## src/rtl/register_load_sequencer_pkg.sv

```systemverilog
// Shared FunSel/CmdOp encodings, FSM state type and the register update function.
package register_load_sequencer_pkg;

  localparam logic [2:0] FS_DEC = 3'b000;
  localparam logic [2:0] FS_INC = 3'b001;
  localparam logic [2:0] FS_LD  = 3'b010;
  localparam logic [2:0] FS_CLR = 3'b011;
  localparam logic [2:0] FS_ZXT = 3'b100;
  localparam logic [2:0] FS_LDL = 3'b101;
  localparam logic [2:0] FS_LDH = 3'b110;
  localparam logic [2:0] FS_SXT = 3'b111;

  localparam logic [2:0] OP_DEC    = 3'b000;
  localparam logic [2:0] OP_INC    = 3'b001;
  localparam logic [2:0] OP_LOAD16 = 3'b010;
  localparam logic [2:0] OP_CLR    = 3'b011;
  localparam logic [2:0] OP_LDB_ZX = 3'b100;
  localparam logic [2:0] OP_LDW    = 3'b101;
  localparam logic [2:0] OP_LDB_HI = 3'b110;
  localparam logic [2:0] OP_LDB_SX = 3'b111;

  typedef enum logic [1:0] {
    S_IDLE    = 2'd0,
    S_EXEC    = 2'd1,
    S_WAIT_LO = 2'd2,
    S_WAIT_HI = 2'd3
  } state_t;

  function automatic logic [15:0] reg_update(input logic [15:0] q,
                                             input logic [2:0]  fs,
                                             input logic [15:0] i);
    case (fs)
      FS_DEC:  reg_update = q - 16'd1;
      FS_INC:  reg_update = q + 16'd1;
      FS_LD:   reg_update = i;
      FS_CLR:  reg_update = 16'h0000;
      FS_ZXT:  reg_update = {8'h00, i[7:0]};
      FS_LDL:  reg_update = {q[15:8], i[7:0]};
      FS_LDH:  reg_update = {i[7:0], q[7:0]};
      default: reg_update = {{8{i[7]}}, i[7:0]};
    endcase
  endfunction

endpackage

```

## src/rtl/register_load_sequencer_shadow.sv

```systemverilog
// reg_shadow_model: mirrors the general register by applying each RegE pulse.
module reg_shadow_model
  import register_load_sequencer_pkg::*;
(
  input  logic        Clock,
  input  logic        Reset,
  input  logic        RegE,
  input  logic [2:0]  RegFunSel,
  input  logic [15:0] RegI,
  output logic [15:0] ShadowQ
);

  always_ff @(posedge Clock) begin
    if (Reset)     ShadowQ <= 16'h0000;
    else if (RegE) ShadowQ <= reg_update(ShadowQ, RegFunSel, RegI);
  end

endmodule

```

## src/rtl/register_load_sequencer.sv

```systemverilog
// Sequences single-op and byte-sourced loads onto the register E/FunSel/I port.
// Define REG_LOAD_SEQ_SHADOW_EN to build the ShadowQ tracking model.
module register_load_sequencer
  import register_load_sequencer_pkg::*;
(
  input  logic        Clock,
  input  logic        Reset,
  input  logic        CmdValid,
  output logic        CmdReady,
  input  logic [2:0]  CmdOp,
  input  logic [15:0] CmdData,
  input  logic        ByteValid,
  output logic        ByteReady,
  input  logic [7:0]  ByteData,
  output logic        RegE,
  output logic [2:0]  RegFunSel,
  output logic [15:0] RegI,
  output logic        Done,
  output logic [15:0] ShadowQ
);

  state_t      state, state_n;
  logic [2:0]  op_q, op_n;
  logic        e_n, done_n;
  logic [2:0]  fs_n;
  logic [15:0] i_n;

  always_ff @(posedge Clock) begin
    if (Reset) begin
      state     <= S_IDLE;
      op_q      <= 3'b000;
      RegE      <= 1'b0;
      RegFunSel <= 3'b000;
      RegI      <= 16'h0000;
      Done      <= 1'b0;
    end else begin
      state     <= state_n;
      op_q      <= op_n;
      RegE      <= e_n;
      RegFunSel <= fs_n;
      RegI      <= i_n;
      Done      <= done_n;
    end
  end

  always_comb begin
    state_n   = state;
    op_n      = op_q;
    e_n       = 1'b0;
    done_n    = 1'b0;
    fs_n      = RegFunSel;
    i_n       = RegI;
    CmdReady  = (state == S_IDLE) && !Reset;
    ByteReady = ((state == S_WAIT_LO) || (state == S_WAIT_HI)) && !Reset;
    case (state)
      S_IDLE: if (CmdValid && CmdReady) begin
        op_n = CmdOp;
        // op[2] set marks the byte-sourced loads
        if (CmdOp[2]) begin
          state_n = S_WAIT_LO;
        end else begin
          state_n = S_EXEC;
          e_n     = 1'b1;
          done_n  = 1'b1;
          fs_n    = CmdOp;
          i_n     = (CmdOp == OP_LOAD16) ? CmdData : 16'h0000;
        end
      end
      S_EXEC: state_n = S_IDLE;
      S_WAIT_LO: if (ByteValid && ByteReady) begin
        // byte-op codes coincide with the FunSel of their first pulse
        e_n     = 1'b1;
        fs_n    = op_q;
        i_n     = {8'h00, ByteData};
        done_n  = (op_q != OP_LDW);
        state_n = (op_q == OP_LDW) ? S_WAIT_HI : S_IDLE;
      end
      S_WAIT_HI: if (ByteValid && ByteReady) begin
        e_n     = 1'b1;
        fs_n    = FS_LDH;
        i_n     = {8'h00, ByteData};
        done_n  = 1'b1;
        state_n = S_IDLE;
      end
      default: state_n = S_IDLE;
    endcase
  end

`ifdef REG_LOAD_SEQ_SHADOW_EN
  reg_shadow_model u_shadow (
    .Clock    (Clock),
    .Reset    (Reset),
    .RegE     (RegE),
    .RegFunSel(RegFunSel),
    .RegI     (RegI),
    .ShadowQ  (ShadowQ)
  );
`else
  assign ShadowQ = 16'h0000;
`endif

endmodule

```

## config.mk

```make
export PLATFORM = sky130hd
export DESIGN_NAME = register_load_sequencer
export DESIGN_NICKNAME = d
export VERILOG_FILES = /design/src/rtl/register_load_sequencer_pkg.sv /design/src/rtl/register_load_sequencer_shadow.sv /design/src/rtl/register_load_sequencer.sv
export SDC_FILE = /design/constraint.sdc
export NUM_CORES = 1
export LEC_CHECK = 0
export BUFFER_PORTS_ARGS = -buffer_cell sky130_fd_sc_hd__buf_2
export CAP_MARGIN = 0
export CORE_MARGIN = 5
export CORE_UTILIZATION = 40
export CTS_BUF_LIST = sky130_fd_sc_hd__clkbuf_16
export DETAILED_ROUTE_END_ITERATION = 6
export GPL_TIMING_DRIVEN = 0
export PLACE_DENSITY = 0.69
export SYNTH_ARGS = -nofsm -noshare
export SYNTH_HDL_FRONTEND = slang
export SYNTH_SLANG_ARGS = --single-unit
```

## constraint.sdc

```tcl
create_clock -name Clock -period 1.9 [get_ports Clock]
set_input_delay 0.19 -clock Clock [delete_from_list [all_inputs] [get_ports Clock]]
set_output_delay 0.19 -clock Clock [all_outputs]
set_load 0.01 [all_outputs]
```

Word-level counts from Yosys, hierarchy flattened
Index checks and enable logic that the tools add are counted.

operators by class
  equality and inequality tests = 11
  multiplexer cells = 22
  reductions and logical operators = 14

operators with widths
  cell                  number
  $mux W16              4
  $pmux W16 S2          1
  $mux W3               4
  $mux W2               5
  $pmux W3 S3           1
  $ne A2 B1 Y1 const B  4
  $pmux W2 S4           1
  $reduce_and A5 Y1     1
  $eq A2 B2 Y1 const B  2
  $logic_and A1 B1 Y1   4
  $mux W1               4
  $reduce_and A4 Y1     1
  $eq A3 B2 Y1 const B  1
  $eq A3 B3 Y1 const B  1
  $ne A3 B3 Y1 const B  1
  $pmux W1 S3           1
  $reduce_and A3 Y1     1
  $reduce_bool A3 Y1    1
  $eq A2 B1 Y1 const B  1
  $logic_not A2 Y1      1
  $ne A2 B2 Y1 const B  1
  $pmux W1 S2           1
  $reduce_and A2 Y1     1
  $reduce_bool A2 Y1    1
  other kinds (3)       3

word-level totals
  bits in registers = 26
  input port bits = 31
  output and inout bits = 39
  logic and storage cells = 53

Longest topological paths before layout
  depth in word-level cells = 6
  gate-level depth with buffers = 6

Worst setup path before layout
Ideal clock, no wire load.

  path type = reg-to-reg
  start = register state[0]
  end = register RegFunSel[1]
  setup time = 0.070 ns
  arrival time = 1.422 ns
  data required time = 1.830 ns
  slack = 0.408 ns
  stages on the path, launching flop included = 6
  path buffers = 2
  clock period less this slack = 1.492 ns
  path through = dfxtp_1 > buf_6 > or4b_1 > clkbuf_1 > a221o_1 > a21oi_1

between the ends
  word-level cells in the longest chain between the ends = 6
  elaborated cells on any way between the ends = 15

RTL lines
  item                         line                                                          source
  start: declaration           register_load_sequencer.sv:22                                 state_t state, state_n;
  start signal: assignment     register_load_sequencer.sv:37                                 state <= state_n;
  $eq A2 B2 Y1                 register_load_sequencer.sv:54, register_load_sequencer.sv:55
  $logic_or A1 B1 Y1           register_load_sequencer.sv:54                                 ByteReady = ((state == S_WAIT_LO) || (state == S_WAIT_HI)) && !Reset;
  $logic_and A1 B1 Y1          register_load_sequencer.sv:54
  $logic_and A1 B1 Y1          register_load_sequencer.sv:70, register_load_sequencer.sv:78
  $ne A2 B1 Y1 (no line)       -
  $reduce_and A5 Y1 (no line)  -
  end signal: assignment       register_load_sequencer.sv:40                                 RegFunSel <= fs_n;
  end: declaration             register_load_sequencer.sv:16                                 output logic [2:0] RegFunSel,

Parallel ways exist; a longest one is shown, timed or not.
A chain may end at the register's enable or synchronous reset.

Final worst setup path
  start = register state[1]
  end = register RegI[1]

between the ends
  word-level cells in the longest chain between the ends = 6
  elaborated cells on any way between the ends = 15

RTL lines
  item                         line                                                          source
  $eq A2 B2 Y1                 register_load_sequencer.sv:54, register_load_sequencer.sv:55
  $logic_or A1 B1 Y1           register_load_sequencer.sv:54
  $logic_and A1 B1 Y1          register_load_sequencer.sv:54
  $logic_and A1 B1 Y1          register_load_sequencer.sv:70, register_load_sequencer.sv:78
  $ne A2 B1 Y1 (no line)       -
  $reduce_and A4 Y1 (no line)  -
  end signal: assignment       register_load_sequencer.sv:41                                 RegI <= i_n;
  end: declaration             register_load_sequencer.sv:17                                 output logic [15:0] RegI,

Parallel ways exist; a longest one is shown, timed or not.

==> summary by stage <==
Outcome
The flow ran to the end, and the final reports show no timing, DRC or antenna violations.

Floorplanning
The die area is around 0.0044 mm2. The die span in x is about 66 um. The region available for standard cell placement spans ~0.003 mm2. Measured along the y axis, the die boundary spans about 66 um. For this configuration, the core starts out at a cell density of 0.415. The number of cell rows is 20. The boundary pin count is 70.

Timing
The fmax is 600 MHz. The period utilization is 0.878. The worst-margin pin slew is around 670 ps. The setup clock skew after layout is 3.73 ps. Setup total negative slack on the finished layout was measured at 0 ps.

For the finished layout, the period the worst path requires is roughly 1700 ps. Setup violations remaining at the end of the flow were counted as 0. The worst-case headroom to the max-slew limit is 0.554. The max-slew violation total from the final report is 0. The number of hold-slack violations in the final timing report is 0.

Setup repair after global routing left no endpoint under its margin.

Logic synthesis
Yosys mapped the design onto 30 distinct sky130hd cell types. Counting flops with a built-in enable in the synthesized netlist gives 0. After synthesis the netlist holds a flip-flop and latch count of 26. Sorting the synthesized cells by area gives the leading types as dfxtp_1 41%, buf_4 10%, a211oi_1 5.4%, o211ai_1 5.4%, a21oi_1 4.8%. The post-synthesis async set-or-reset flop share is 0. After synthesis, the most frequently instantiated cells are 26 x dfxtp_1, 17 x buf_4, 12 x a21oi_1.

The Yosys step of the flow raised 0 warnings. Yosys instantiated no cell more often than dfxtp_1. The netlist area before placement is 0.00126 mm2. The number of instances in the synthesized netlist is 141. For this run, the leading register cell type out of synthesis is dfxtp_1. The fraction of synthesized cell area taken by the top area cell type is 0.414. The sequential share of the synthesized area is 0.414. The post-synthesis cell type with the largest combined area is dfxtp_1.

A synthesized cell averages about 9 um2.

Global route
The maximum number of pins on one net before global-route repair is 16. The number of global-route vias before repair came to between 1,000 and 1,500. Across every metal layer, demand over resource in global routing totals 0.148. The number of antenna violations at the first check in global routing is 0. The final global-route overflow total is 0. The wire length of the first global-routing pass is between 5 and 6 mm.

Pwr
The static power due to leakage is around 0.0008 uW. The power density of the placed cells is 827 mW/mm2. The worst IR drop on VDD is roughly 700 uV.

The overall power after layout is roughly 1400 uW.

Setup path
Together, buffers and inverters on the worst path number 1. The arrival time of data at the critical path endpoint is between 1500 and 2000 ps. The worst setup path is of the flop to flop kind. Traced cell by cell, the critical path runs through nor4b_2 -> buf_4 -> a22oi_1 -> a211oi_1.

The kind of start point of the critical path is a flop. The maximum fanout along the worst path is 10. The maximum single-stage delay on the critical path is between 600 and 700 ps.

For this design, the slowest cell found on the critical path is nor4b_2. The data required time of the worst path is 2080 ps. The worst setup path is captured at a flop. Among cell families on the critical path, the largest total delay comes from simple AND/OR/NAND/NOR gates.

Route
The detailed route wirelength on metal3 is roughly 300 um. The iteration count of the initial detailed-routing pass is 4. The detailed router's first-iteration violation count is 69.

The post-route antenna net violation count is 0. Dividing the detail-routed wire length by the instance count gives 12.8 um. After detailed routing, the wire length on met1 is between 1 and 1.5 mm.

The uppermost layer routed is met4. The routed layout has about 1,300 vias. The mean number of vias per cell is approximately 4.9.

In the routed design, unresolved DRC markers number 0. The final layout contains routed wiring with a total length of ~3.3 mm. Detailed routing placed a total of 1.64 mm of wire on met2.

Final layout
The core occupancy in the finished layout is 0.571. The final layout contains around 240 nets. The count of cells in the finished layout, fillers not included, comes to between 200 and 300. In the final layout, the share of cells above drive strength 1 is 0.379. The repair_antennas step left the layout with diodes totalling 0. The area growth from synthesis to layout is 37.6%.

Clock network
The TritonCTS clock tree is yes. In this run the clock root is driven by a clkbuf_16. Clock-pin slew was measured on the worst setup and hold paths at about 60 ps. The number of clock sinks is 26. In this run, CTS created clock tree buffers numbering 3. The post-CTS setup repair buffer count is 0. For the worst-skew pair, the clock arrives at the later sink with an insertion delay of about 260 ps. The number of instances resized during post-cts repair is 0. In this run the number of H-tree levels came out at 1. Hold repair after CTS inserted 0 buffers. The clock passes through at most 2 buffers.

Place
In this run the tool buffered the top-level ports with 52 buffer cells. The HPWL after detailed placement is approximately 2.6 mm. The number of cells after detailed placement is ~250. The final estimated routing congestion in global placement is approximately 0.86.

Hold path
The class of the tightest hold or removal check is input pin to flop.

Job
Max-cap violations in this run came to 0.
## power by group
group	total (uW)	switching, uW	internal, uW
Sequential	593	16.9	576
Combinational	241	130	111
Clock	597	178	419
Total	1430	325	1110
## worst reg2reg max path, stage by stage, from the launching register on
cell,delay [ps]
dfxtp_1,360
nor4b_2,630
buf_4,290
a22oi_1,80
a211oi_1,230
## layout make-up
class | instances | area (um2)
multi-input combinational | 100 | 604
clock buffer | 3 | 75.1
buffer | 28 | 181
tap | 44 | 55.1
sequential | 26 | 520
timing repair buffer | 52 | 260
clock inverter | 1 | 30.0
fill | 300 | 1300
inverter | 1 | 3.75
## sequential cells by signal (all words and copies together) (netlist names)
register,count
Done,1
RegE,1
RegFunSel,3
RegI,16
op_q,3
state,2
## path summary, 6_finish.rpt
kind | startpoint | end | slack, ps | cells after the start
max | state[1] | RegI[1] | 230 | 4
min | CmdData[14] | RegI[14] | 210 | 3
max reg2reg | state[1] | RegI[1] | 230 | 4
min reg2reg | RegFunSel[1] | RegFunSel[1] | 460 | 2
## metrics by stage
step / setup slack, ps / hold WS (ps) / instance area [um2]
3_3_place_gp: 244 / 450 / 1630
6_report: 232 / 207 / 1730
2_1_floorplan: 408 / 337 / 1310
4_1_cts: 59.7 / 201 / 1730
5_1_grt: 104 / 212 / 1730
3_5_place_dp: 237 / 458 / 1630
## logic make-up (layout without fill, tap and decap cells)
group	Yosys count	in the layout	synth area share
flip-flops	26	26	0.414
multiplexers	2	2	0.0159
AO/OA/AOI/OAI	42	42	0.229
buffers and inverters	30	85	0.150
AND/OR/NAND/NOR	40	40	0.188
other	1	16	0.00298
## cells in the final DEF (no fill, tap or decap)
master / instances
a211oi_1: 9
a21oi_1: 12
a221o_1: 1
a221oi_1: 1
a22oi_1: 8
a311oi_1: 1
and2_1: 1
buf_1: 1
buf_2: 56
buf_4: 17
buf_6: 1
bufinv_16: 1
clkbuf_1: 5
clkbuf_16: 3
conb_1: 16
dfxtp_1: 26
inv_1: 1
mux2i_1: 2
nand2_1: 3
nand2b_1: 2
nand3_1: 10
nand3b_1: 1
nor2_1: 7
nor2b_1: 1
nor3_1: 10
nor3b_1: 1
nor4b_2: 1
nor4b_4: 1
nor4bb_1: 1
o211ai_1: 9
o21ai_0: 1
or4b_1: 1
## metal layers
| metal | vias up | GRT usage |
|---|---|---|
| met3 | 2 | 0.0425 |
| met4 | 0 | 0.0508 |
| met2 | 47 | 0.260 |
| li1 | 624 | - |
| met1 | 584 | 0.169 |
| met5 | - | 0 |
Power figures use the tool's default switching activity.
